`config.mk`:
```
export PLATFORM = sky130hd
export DESIGN_NAME = pipe_stall_ctrl
export DESIGN_NICKNAME = d
export VERILOG_FILES = /design/src/rtl/pipe_stall_ctrl.sv
export SDC_FILE = /design/constraint.sdc
export NUM_CORES = 1
export LEC_CHECK = 0
export ABC_AREA = 0
export CORE_UTILIZATION = 55
export CTS_CLUSTER_DIAMETER = 150
export CTS_CLUSTER_SIZE = 10
export DETAILED_ROUTE_END_ITERATION = 8
export PLACE_DENSITY = 0.82
export SYNTH_ARGS = -nofsm -noshare
export SYNTH_HDL_FRONTEND = slang
export SYNTH_SLANG_ARGS = --single-unit
```
`constraint.sdc`:
```
create_clock -name clk -period 3.5 [get_ports clk]
set_clock_uncertainty 0.2 [all_clocks]
set_input_delay 0.525 -clock clk [delete_from_list [all_inputs] [get_ports clk]]
set_output_delay 0.525 -clock clk [all_outputs]
set_load 0.02 [all_outputs]
```
`src/rtl/pipe_stall_ctrl.sv`:
```
// pipe_stall_ctrl
// Central stall/flush sequencer for the 5-stage IF/ID/EX/MEM/WB pipeline.
// Every pipeline-register enable, bubble and flush line is driven from here,
// so hazard stalls, memory waits, branch flushes and halt draining can never
// issue conflicting commands to the same stage.
//
// Ports:
//   clk           pipeline clock, rising edge
//   rst_n         asynchronous active-low reset
//   hazard_req    ID instruction reads a register still pending in EX/MEM/WB
//   mem_busy      data memory not ready, MEM stage must hold
//   branch_taken  branch resolved taken in ID
//   halt_req      stop fetching and drain the pipe
//   pc_en         PC update enable
//   ifid_en       IF/ID load enable
//   ifid_flush    load NOP into IF/ID
//   idex_en       ID/EX load enable
//   idex_bubble   load NOP into ID/EX
//   exmem_en      EX/MEM load enable
//   memwb_bubble  load NOP into MEM/WB
//   stall_active  registered: previous cycle was a hazard stall
//   halted        registered: pipeline drained and stopped
//   mem_err       registered, sticky: memory timeout occurred

module pipe_stall_ctrl #(
    parameter int MAX_HAZ_STALL = 3,
    parameter int MEM_TIMEOUT   = 15
) (
    input  logic clk,
    input  logic rst_n,
    input  logic hazard_req,
    input  logic mem_busy,
    input  logic branch_taken,
    input  logic halt_req,
    output logic pc_en,
    output logic ifid_en,
    output logic ifid_flush,
    output logic idex_en,
    output logic idex_bubble,
    output logic exmem_en,
    output logic memwb_bubble,
    output logic stall_active,
    output logic halted,
    output logic mem_err
);

    localparam int HAZ_W = $clog2(MAX_HAZ_STALL + 1);
    localparam logic [HAZ_W-1:0] HAZ_MAX   = HAZ_W'(MAX_HAZ_STALL);
    localparam logic [7:0]       MEM_LIMIT = 8'(MEM_TIMEOUT);

    // The fourth non-frozen drain cycle (counting the one that accepted the
    // halt request as the first) moves the pipe to HALT.
    localparam logic [2:0] DRAIN_LAST = 3'd3;

    typedef enum logic [2:0] {
        RUN,
        HAZ,
        MWAIT,
        DRAIN,
        HALT
    } state_t;

    state_t           state, state_nxt;
    state_t           resume, resume_nxt;
    logic [HAZ_W-1:0] haz_cnt, haz_cnt_nxt;
    logic [7:0]       mem_cnt, mem_cnt_nxt;
    logic [2:0]       drain_cnt, drain_cnt_nxt;
    logic             stall_nxt;
    logic             err_nxt;

    logic pc_c, ifid_c, ifid_flush_c, idex_c, idex_bubble_c, exmem_c, memwb_bubble_c;

    // State and bookkeeping registers; reset returns straight to RUN from
    // anywhere, including HALT, which has no other exit.
    always_ff @(posedge clk or negedge rst_n) begin
        if (!rst_n) begin
            state        <= RUN;
            resume       <= RUN;
            haz_cnt      <= '0;
            mem_cnt      <= '0;
            drain_cnt    <= '0;
            stall_active <= 1'b0;
            halted       <= 1'b0;
            mem_err      <= 1'b0;
        end else begin
            state        <= state_nxt;
            resume       <= resume_nxt;
            haz_cnt      <= haz_cnt_nxt;
            mem_cnt      <= mem_cnt_nxt;
            drain_cnt    <= drain_cnt_nxt;
            stall_active <= stall_nxt;
            halted       <= (state_nxt == HALT);
            mem_err      <= err_nxt;
        end
    end

    // Next-state and control-line decode. Memory freeze takes precedence
    // over everything because no stage may move while MEM is holding; the
    // hazard counter is left untouched across a freeze so frozen cycles do
    // not eat into the hazard-stall budget.
    always_comb begin
        state_nxt      = state;
        resume_nxt     = resume;
        haz_cnt_nxt    = haz_cnt;
        mem_cnt_nxt    = mem_cnt;
        drain_cnt_nxt  = drain_cnt;
        stall_nxt      = 1'b0;
        err_nxt        = mem_err;
        pc_c           = 1'b1;
        ifid_c         = 1'b1;
        ifid_flush_c   = 1'b0;
        idex_c         = 1'b1;
        idex_bubble_c  = 1'b0;
        exmem_c        = 1'b1;
        memwb_bubble_c = 1'b0;

        case (state)
            RUN, HAZ: begin
                if (mem_busy) begin
                    pc_c           = 1'b0;
                    ifid_c         = 1'b0;
                    idex_c         = 1'b0;
                    exmem_c        = 1'b0;
                    memwb_bubble_c = 1'b1;
                    resume_nxt     = state;
                    mem_cnt_nxt    = 8'd1;
                    if (MEM_LIMIT <= 8'd1) begin
                        err_nxt   = 1'b1;
                        state_nxt = HALT;
                    end else begin
                        state_nxt = MWAIT;
                    end
                end else if (hazard_req && (haz_cnt < HAZ_MAX)) begin
                    pc_c          = 1'b0;
                    ifid_c        = 1'b0;
                    idex_bubble_c = 1'b1;
                    haz_cnt_nxt   = haz_cnt + HAZ_W'(1);
                    stall_nxt     = 1'b1;
                    state_nxt     = HAZ;
                end else if (hazard_req) begin
                    // Writer has reached WB by now: let the instruction go.
                    haz_cnt_nxt = '0;
                    state_nxt   = RUN;
                end else if (branch_taken) begin
                    ifid_flush_c = 1'b1;
                    haz_cnt_nxt  = '0;
                    state_nxt    = RUN;
                end else if (halt_req) begin
                    pc_c          = 1'b0;
                    ifid_flush_c  = 1'b1;
                    drain_cnt_nxt = 3'd1;
                    haz_cnt_nxt   = '0;
                    state_nxt     = DRAIN;
                end else begin
                    haz_cnt_nxt = '0;
                    state_nxt   = RUN;
                end
            end

            MWAIT: begin
                if (mem_busy) begin
                    pc_c           = 1'b0;
                    ifid_c         = 1'b0;
                    idex_c         = 1'b0;
                    exmem_c        = 1'b0;
                    memwb_bubble_c = 1'b1;
                    mem_cnt_nxt    = mem_cnt + 8'd1;
                    if ((mem_cnt + 8'd1) >= MEM_LIMIT) begin
                        err_nxt   = 1'b1;
                        state_nxt = HALT;
                    end
                end else begin
                    mem_cnt_nxt = '0;
                    state_nxt   = resume;
                end
            end

            DRAIN: begin
                pc_c = 1'b0;
                if (mem_busy) begin
                    ifid_c         = 1'b0;
                    idex_c         = 1'b0;
                    exmem_c        = 1'b0;
                    memwb_bubble_c = 1'b1;
                end else begin
                    ifid_flush_c  = 1'b1;
                    drain_cnt_nxt = drain_cnt + 3'd1;
                    if (drain_cnt >= DRAIN_LAST) begin
                        state_nxt = HALT;
                    end
                end
            end

            HALT: begin
                pc_c           = 1'b0;
                ifid_c         = 1'b0;
                idex_c         = 1'b0;
                exmem_c        = 1'b0;
                memwb_bubble_c = 1'b1;
            end

            default: begin
                state_nxt = RUN;
            end
        endcase
    end

    // While reset is asserted nothing may load or be bubbled, independent of
    // whatever the inputs are doing.
    always_comb begin
        pc_en        = rst_n & pc_c;
        ifid_en      = rst_n & ifid_c;
        ifid_flush   = rst_n & ifid_flush_c;
        idex_en      = rst_n & idex_c;
        idex_bubble  = rst_n & idex_bubble_c;
        exmem_en     = rst_n & exmem_c;
        memwb_bubble = rst_n & memwb_bubble_c;
    end

endmodule

```
==> run_summary.xml, run 1 <==
<?xml version="1.0" encoding="UTF-8"?>
<metrics>
  <group name="worst_setup_path">
    <metric name="path_cells" unit="">clkdlybuf4s50_1 -&gt; nor2b_1 -&gt; or4_1 -&gt; a21oi_1 -&gt; o211a_1 -&gt; clkdlybuf4s50_1</metric>
    <metric name="number_of_cells_on_the_worst_reg_to_reg_path" unit="">7</metric>
    <metric name="worst_path_max_delay_cell" unit="">sky130_fd_sc_hd__clkdlybuf4s50_1</metric>
    <metric name="critical_path.most_common_cell" unit="">sky130_fd_sc_hd__clkdlybuf4s50_1</metric>
    <metric name="worst_r2r_endpoint" unit="">halted</metric>
    <metric name="worstSetupEndpointType" unit="">output port</metric>
    <metric name="cp.buffers_inverters" unit="">2</metric>
    <metric name="r2r_setup_slack" unit="ps">1340</metric>
    <metric name="crit_fanout" unit="">6</metric>
    <metric name="required" unit="ps">2770</metric>
    <metric name="critical_path_max_stage_delay" unit="ps">590</metric>
    <metric name="crit_start" unit="">hazard_req</metric>
    <metric name="crit_path_start_kind" unit="">primary input</metric>
    <metric name="crit_family" unit="">buffers and inverters</metric>
    <metric name="critPathKind" unit="">primary input to output port</metric>
    <metric name="worstPathArrival" unit="ps">2560</metric>
    <metric name="crit-reg2reg-launch" unit="">drain_cnt[0]</metric>
  </group>
  <group name="layout">
    <metric name="layout.cell_area.non_filler" unit="um^2">1603</metric>
    <metric name="finalNonFillerCells" unit="">194</metric>
    <metric name="top_library_cells_by_usage_in_the_layout_fill_and_taps_aside" unit="">22 x sky130_fd_sc_hd__dfrtp_1, 16 x sky130_fd_sc_hd__o21ai_0, 15 x sky130_fd_sc_hd__clkdlybuf4s50_1, 13 x sky130_fd_sc_hd__nor2_1, 10 x sky130_fd_sc_hd__nand2_1</metric>
    <metric name="layout_area_overhead" unit="%">16.45</metric>
    <metric name="layout_commonest_cell" unit="">sky130_fd_sc_hd__dfrtp_1</metric>
    <metric name="diodes" unit="">0</metric>
    <metric name="drive_gt1_share" unit="%">9.639</metric>
    <metric name="design.final.nets" unit="">178</metric>
  </group>
  <group name="logic_synthesis">
    <metric name="synthDistinctLibCells" unit="">45</metric>
    <metric name="synth_top_cell_area_share" unit="%">40.00</metric>
    <metric name="post_synth_inst_count" unit="">151</metric>
    <metric name="synth_area" unit="um^2">1376</metric>
    <metric name="ys_ff_latch" unit="">22</metric>
    <metric name="async_reset_ff_share" unit="%">100.0</metric>
    <metric name="post_synth.cell_area_avg" unit="um^2">9.115</metric>
    <metric name="yosys.area.top_type" unit="">sky130_fd_sc_hd__dfrtp_1</metric>
    <metric name="synth_edf_count" unit="">0</metric>
    <metric name="syn_nets" unit="">162</metric>
    <metric name="synth-warning-count" unit="">0</metric>
    <metric name="ys.flop_type" unit="">sky130_fd_sc_hd__dfrtp_1</metric>
    <metric name="synth-seq-area-share" unit="%">40.00</metric>
    <metric name="synth.top_cells.by_area" unit="">sky130_fd_sc_hd__dfrtp_1 40%, sky130_fd_sc_hd__o21ai_0 5.8%, sky130_fd_sc_hd__ha_1 4.5%, sky130_fd_sc_hd__nor2_1 3.5%, sky130_fd_sc_hd__nand2_1 2.7%</metric>
  </group>
  <group name="grt">
    <metric name="gr-total-overflow" unit="">0</metric>
    <metric name="global_route_wire_length_before_repair" unit="mm">4.816</metric>
    <metric name="gr-usage-all-layers" unit="%">24.60</metric>
    <metric name="first_global_vias" unit="">1078</metric>
    <metric name="antenna_found_initial" unit="">0</metric>
    <metric name="grt_max_degree" unit="">22</metric>
  </group>
  <group name="detailed_routing">
    <metric name="drt_drc_violations_left" unit="">0</metric>
    <metric name="drt-pass1-iter-count" unit="">4</metric>
    <metric name="detailroute.via_count" unit="">1166</metric>
    <metric name="antenna_violating_nets_post_route" unit="">0</metric>
    <metric name="drt_wl_cell" unit="um">15.30</metric>
    <metric name="routed_via_density" unit="">6.010</metric>
    <metric name="totalWireLength" unit="mm">2.968</metric>
    <metric name="drtIter0Drc" unit="">30</metric>
  </group>
  <group name="timing">
    <metric name="drv_slew" unit="">0</metric>
    <metric name="final_min_period_over_clock_period" unit="%">93.94</metric>
    <metric name="min_period" unit="ps">3288</metric>
    <metric name="relSlewSlack" unit="%">57.86</metric>
    <metric name="setup_repair_after_global_routing_missed_its_margin" unit="">no</metric>
    <metric name="max_freq" unit="MHz">304.2</metric>
    <metric name="worst_pin_slew" unit="ps">630.8</metric>
    <metric name="report.final.hold_viol_count" unit="">0</metric>
    <metric name="finalSetupViolations" unit="">0</metric>
    <metric name="setup_total_negative_slack" unit="ps">0</metric>
    <metric name="worst_slack" unit="ps">212.2</metric>
  </group>
  <group name="clock_network">
    <metric name="cts.sinks" unit="">22</metric>
    <metric name="clock_tree.htree_level_count" unit="">1</metric>
    <metric name="cts_bufs_inserted" unit="">3</metric>
    <metric name="clk_root_buffer_cell" unit="">sky130_fd_sc_hd__clkbuf_4</metric>
    <metric name="cts_hold_buffers" unit="">0</metric>
    <metric name="ctsResizeCount" unit="">0</metric>
    <metric name="worst_skew_pair.late_latency" unit="ps">310</metric>
    <metric name="clock_tree.buffer_depth" unit="">2</metric>
    <metric name="postCtsSetupRepairBufs" unit="">0</metric>
    <metric name="register_clock_pin_slew_on_the_reported_worst_setup_and_hold_paths" unit="ps">130</metric>
    <metric name="cts_tree" unit="">built</metric>
  </group>
  <group name="pwr">
    <metric name="p_per_area" unit="nW/um^2">704.2</metric>
    <metric name="peakVddDrop" unit="mV">0.5023</metric>
    <metric name="fin_total_pwr" unit="uW">1129</metric>
    <metric name="total_leakage_power" unit="uW">0.0006980</metric>
  </group>
  <group name="floorplan">
    <metric name="pin_count" unit="">16</metric>
    <metric name="fp.dieArea" unit="um^2">2707</metric>
    <metric name="placementRows" unit="">17</metric>
    <metric name="floorplan.core_area" unit="um^2">2276</metric>
    <metric name="die_h" unit="um">52.03</metric>
    <metric name="start_util" unit="%">60.47</metric>
    <metric name="fp.dieW" unit="um">52.03</metric>
  </group>
  <group name="placed_design">
    <metric name="placement.setup.worst_slack" unit="ps">240.0</metric>
    <metric name="gp_congestion" unit="">0.8008</metric>
    <metric name="place_inst" unit="">190</metric>
    <metric name="place_area" unit="um^2">1550</metric>
    <metric name="post_dp_hpwl" unit="mm">2.134</metric>
    <metric name="numPortBuffers" unit="">15</metric>
  </group>
  <group name="run_status">
    <metric name="outcome" unit="">complete, no violations</metric>
  </group>
  <group name="run">
    <metric name="max_cap_viol_count" unit="">0</metric>
  </group>
  <group name="hold_path">
    <metric name="min_path_type" unit="">primary input to asynchronous set/reset pin</metric>
  </group>
</metrics>
-- metal layers --
layer	track usage [%]	wire, um
met1	30.60	1392
met2	41.88	1464
met3	4.094	82
met4	9.910	29
met5	0	0
-- registers in the layout (all words and copies together) (netlist names) --
| register | flops |
|---|---|
| drain_cnt | 3 |
| halted | 1 |
| haz_cnt | 2 |
| mem_cnt | 8 |
| mem_err | 1 |
| resume | 3 |
| stall_active | 1 |
| state | 3 |
-- cell usage after synthesis (2+ instances only) --
cell type / number
sky130_fd_sc_hd__nand4_1: 2
sky130_fd_sc_hd__nand2b_1: 4
sky130_fd_sc_hd__nand2_1: 10
sky130_fd_sc_hd__nand3b_1: 2
sky130_fd_sc_hd__a22o_1: 3
sky130_fd_sc_hd__a31oi_1: 3
sky130_fd_sc_hd__a21oi_1: 7
sky130_fd_sc_hd__buf_1: 2
sky130_fd_sc_hd__ha_1: 5
sky130_fd_sc_hd__nor3b_1: 2
sky130_fd_sc_hd__nor4bb_1: 2
sky130_fd_sc_hd__o21bai_1: 2
sky130_fd_sc_hd__a211oi_1: 3
sky130_fd_sc_hd__nor2b_1: 6
sky130_fd_sc_hd__dfrtp_1: 22
sky130_fd_sc_hd__o31ai_1: 3
sky130_fd_sc_hd__inv_1: 6
sky130_fd_sc_hd__a22oi_1: 2
sky130_fd_sc_hd__buf_2: 3
sky130_fd_sc_hd__mux2_2: 2
sky130_fd_sc_hd__o21ai_0: 16
sky130_fd_sc_hd__nor2_1: 13
sky130_fd_sc_hd__nor3_1: 4
sky130_fd_sc_hd__and2_1: 3
sky130_fd_sc_hd__nand3_1: 4
-- how the worst max path moves through the flow --
| stage | to | slack (ps) | cells after the start |
|---|---|---|---|
| final | pc_en | 210 | 6 |
| after global routing | pc_en | 100 | 6 |
| after CTS | pc_en | 220 | 6 |
| after detailed placement | pc_en | 240 | 6 |
| after global placement | pc_en | 250 | 6 |
| after floorplan | ifid_en | 1180 | 5 |
-- worst register-to-register path: cells and delay by family, from the launching register on --
family	cells	cell delay [ps]
and+or+nand+nor	2	330
AOI/OAI and AO/OA	3	690
DFF	1	440
adders and majority gates	2	390
-- area by class of cell --
class | count | area, um^2
clock buffer | 3 | 22.52
timing repair buffer | 18 | 172.7
clock inverter | 1 | 30.03
sequential | 22 | 550.5
tap | 28 | 35.03
inverter | 6 | 22.52
multi-input combinational | 116 | 769.5
fill | 180 | 673.1
-- stage by stage --
step	hold slack [ps]	util (%)
after CTS	249.4	70.42
after global placement	260.9	68.11
after detailed placement	293.9	68.11
after floorplan	29.41	-
after global routing	269.6	70.42
final	256.5	70.42
-- cell families (layout without fill, tap and decap cells) --
group | count (synthesis) | count (layout) | share of synthesized area [%]
simple gates | 61 | 61 | 26.00
compound gates | 45 | 45 | 21.36
flops | 22 | 22 | 40.00
buf+inv | 13 | 28 | 4.091
fa+ha+maj | 5 | 5 | 4.545
mux | 3 | 3 | 2.727
xor+xnor | 2 | 2 | 1.273
-- power by group --
group	switching, uW	total [uW]	internal (uW)
registers	130	453	323
clock network	81.0	197	116
logic	250	479	229
Note: power is estimated with default switching activity, not from simulation.
==> run 2: changes to the inputs <==
CELL_PAD_IN_SITES_DETAIL_PLACEMENT = 1   (was unset)
CELL_PAD_IN_SITES_GLOBAL_PLACEMENT = 2   (was unset)
CORE_UTILIZATION = 37   (was 55)
PLACE_DENSITY = 0.87   (was 0.82)
SKIP_LAST_GASP = 1   (was unset)
==> run 2 against run 1 <==
  * Total power is 1.4% higher
  * Largest power group unchanged
  * Fmax fell by 0.96%
  * Wire length is 26% higher
  * Largest cell class unchanged
  * Utilization decreased by 23 points
  * Sequential power shrank 2%
  * Critical endpoint unchanged
  * Final cell count up 9.8%
  * Clock-buffer cell count unchanged
==> run_summary.xml, run 2 (synthesis results as in run 1) <==
<?xml version="1.0" encoding="UTF-8"?>
<metrics>
  <group name="timing">
    <metric name="setup_total_negative_slack" unit="ps">0</metric>
    <metric name="relSlewSlack" unit="%">54.61</metric>
    <metric name="setup_repair_after_global_routing_missed_its_margin" unit="">no</metric>
    <metric name="finalSetupViolations" unit="">0</metric>
    <metric name="hold_slack" unit="ps">279.7</metric>
    <metric name="worst_pin_slew" unit="ps">679.4</metric>
    <metric name="max_freq" unit="MHz">301.2</metric>
    <metric name="drv_slew" unit="">0</metric>
    <metric name="min_period" unit="ps">3320</metric>
    <metric name="report.final.hold_viol_count" unit="">0</metric>
    <metric name="final_min_period_over_clock_period" unit="%">94.85</metric>
  </group>
  <group name="worst_setup_path">
    <metric name="crit_fanout" unit="">6</metric>
    <metric name="worstPathArrival" unit="ps">2590</metric>
    <metric name="worst_path_max_delay_cell" unit="">sky130_fd_sc_hd__clkdlybuf4s50_1</metric>
    <metric name="critical_path.most_common_cell" unit="">sky130_fd_sc_hd__clkdlybuf4s50_1</metric>
    <metric name="path_cells" unit="">clkdlybuf4s50_1 -&gt; nor2b_1 -&gt; or4_1 -&gt; a21oi_1 -&gt; o211a_1 -&gt; clkdlybuf4s50_1</metric>
    <metric name="crit-reg2reg-launch" unit="">mem_cnt[1]</metric>
    <metric name="cp.buffers_inverters" unit="">2</metric>
    <metric name="critical_path_max_stage_delay" unit="ps">590</metric>
    <metric name="critPathKind" unit="">primary input to output port</metric>
    <metric name="required" unit="ps">2770</metric>
    <metric name="crit_path_start_kind" unit="">primary input</metric>
    <metric name="worstSetupEndpointType" unit="">output port</metric>
    <metric name="crit_start" unit="">hazard_req</metric>
    <metric name="crit_family" unit="">buffers and inverters</metric>
  </group>
  <group name="layout">
    <metric name="drive_gt1_share" unit="%">10.18</metric>
    <metric name="diodes" unit="">0</metric>
    <metric name="layout_area_overhead" unit="%">18.36</metric>
    <metric name="largest-register" unit="">mem_cnt</metric>
    <metric name="layout_commonest_cell" unit="">sky130_fd_sc_hd__dfrtp_1</metric>
    <metric name="flip_flop_count_of_the_largest_register_all_copies_and_words_added" unit="">8</metric>
    <metric name="fillcell_total" unit="">418</metric>
    <metric name="design.final.nets" unit="">180</metric>
    <metric name="top_library_cells_by_usage_in_the_layout_fill_and_taps_aside" unit="">22 x sky130_fd_sc_hd__dfrtp_1, 16 x sky130_fd_sc_hd__o21ai_0, 15 x sky130_fd_sc_hd__clkdlybuf4s50_1, 13 x sky130_fd_sc_hd__nor2_1, 10 x sky130_fd_sc_hd__nand2_1</metric>
  </group>
  <group name="clock_network">
    <metric name="postCtsSetupRepairBufs" unit="">0</metric>
    <metric name="cts.sinks" unit="">22</metric>
    <metric name="cts_hold_buffers" unit="">0</metric>
    <metric name="worst_skew_pair.late_latency" unit="ps">270</metric>
    <metric name="clk_root_buffer_cell" unit="">sky130_fd_sc_hd__clkbuf_8</metric>
    <metric name="cts_bufs_inserted" unit="">3</metric>
    <metric name="register_clock_pin_slew_on_the_reported_worst_setup_and_hold_paths" unit="ps">80</metric>
    <metric name="ctsResizeCount" unit="">0</metric>
    <metric name="clock_tree.htree_level_count" unit="">1</metric>
    <metric name="cts_tree" unit="">built</metric>
    <metric name="clock_tree.buffer_depth" unit="">2</metric>
  </group>
  <group name="placed_design">
    <metric name="numPortBuffers" unit="">15</metric>
    <metric name="post_dp_hpwl" unit="mm">2.654</metric>
    <metric name="gp_congestion" unit="">0.7565</metric>
  </group>
  <group name="detailed_routing">
    <metric name="routed_via_density" unit="">5.770</metric>
    <metric name="detailroute.via_count" unit="">1229</metric>
    <metric name="antenna_violating_nets_post_route" unit="">0</metric>
    <metric name="drt_wl_cell" unit="um">17.52</metric>
    <metric name="drt_drc_violations_left" unit="">0</metric>
    <metric name="drt-pass1-iter-count" unit="">4</metric>
    <metric name="drtIter0Drc" unit="">39</metric>
    <metric name="totalWireLength" unit="mm">3.732</metric>
  </group>
  <group name="floorplan">
    <metric name="placementRows" unit="">21</metric>
    <metric name="fp.dieW" unit="um">62.99</metric>
    <metric name="fp.dieArea" unit="um^2">3968</metric>
    <metric name="pin_count" unit="">16</metric>
    <metric name="floorplan.core_area" unit="um^2">3442</metric>
    <metric name="die_h" unit="um">62.99</metric>
    <metric name="start_util" unit="%">39.99</metric>
  </group>
  <group name="grt">
    <metric name="global_route_wire_length_before_repair" unit="mm">6.444</metric>
    <metric name="gr-total-overflow" unit="">0</metric>
    <metric name="grt_max_degree" unit="">22</metric>
    <metric name="antenna_found_initial" unit="">0</metric>
    <metric name="first_global_vias" unit="">1333</metric>
    <metric name="gr-usage-all-layers" unit="%">20.77</metric>
  </group>
  <group name="hold_path">
    <metric name="timing.hold.worst.start" unit="">mem_err</metric>
    <metric name="min_path_type" unit="">register to register</metric>
  </group>
  <group name="pwr">
    <metric name="p_per_area" unit="nW/um^2">702.2</metric>
    <metric name="total_leakage_power" unit="uW">0.0007016</metric>
    <metric name="peakVddDrop" unit="mV">0.3639</metric>
  </group>
  <group name="run">
    <metric name="max_cap_viol_count" unit="">0</metric>
  </group>
  <group name="run_status">
    <metric name="outcome" unit="">complete, no violations</metric>
  </group>
</metrics>
[run 2: changes by cell type in the layout (fill, tap and decap cells not counted), sizes merged]
cell | before | now
buf | 3 | 5
bufinv | 1 | 0
[run 2: cell type report]
type | count | area, um^2 | share of cell area, %
multi-input cells | 116 | 769.5 | 47.24
flip-flops and latches | 22 | 550.5 | 33.79
repair buffers | 20 | 187.7 | 11.52
well taps | 46 | 57.56 | 3.533
clock buffers | 3 | 41.29 | 2.535
inverters | 6 | 22.52 | 1.382
[run 2: path summary, 6_finish.rpt]
kind,endpoint,slack (ps),cells past startpoint
setup / recovery,pc_en,180,6
hold / removal,mem_err,280,1
setup reg to reg,state[1],1360,6
hold reg to reg,mem_err,280,1
max in group asynchronous,mem_cnt[4],2430,2
min in group asynchronous,mem_cnt[1],440,2
[run 2: per-stage QoR]
| stage | power (uW) | instance area [um^2] | cells | setup WS, ps | util [%] |
|---|---|---|---|---|---|
| floorplan | 787.4 | 1376 | 151 | 1175 | - |
| global placement | 929.5 | 1588 | 210 | 235.2 | 46.13 |
| detailed placement | 971.1 | 1588 | 210 | 192.7 | 46.13 |
| CTS | 1147 | 1629 | 213 | 175.1 | 47.33 |
| global route | 1229 | 1629 | 213 | 84.72 | 47.33 |
| finish | 1144 | 1629 | 213 | 180.3 | 47.33 |
[run 2: power by group]
group	switching (uW)	total [uW]	internal (uW)
sequential	121	444	323
combinational	296	534	238
clock	88.5	166	77.2
[run 2: per-layer routing]
metal	GRT usage [%]	up-vias	share of wire (%)
met4	7.849	0	1.8
met1	26.31	614	44
met3	2.920	7	3.6
li1	-	577	-
met2	35.35	31	50
met5	0	-	0
[run 2: worst register-to-register path: stages (launching register included)]
cell	delay, ps
sky130_fd_sc_hd__dfrtp_1	500
sky130_fd_sc_hd__ha_1	290
sky130_fd_sc_hd__and3_4	240
sky130_fd_sc_hd__nand3_4	90
sky130_fd_sc_hd__mux2_4	330
sky130_fd_sc_hd__and4b_1	210
sky130_fd_sc_hd__a21o_1	180
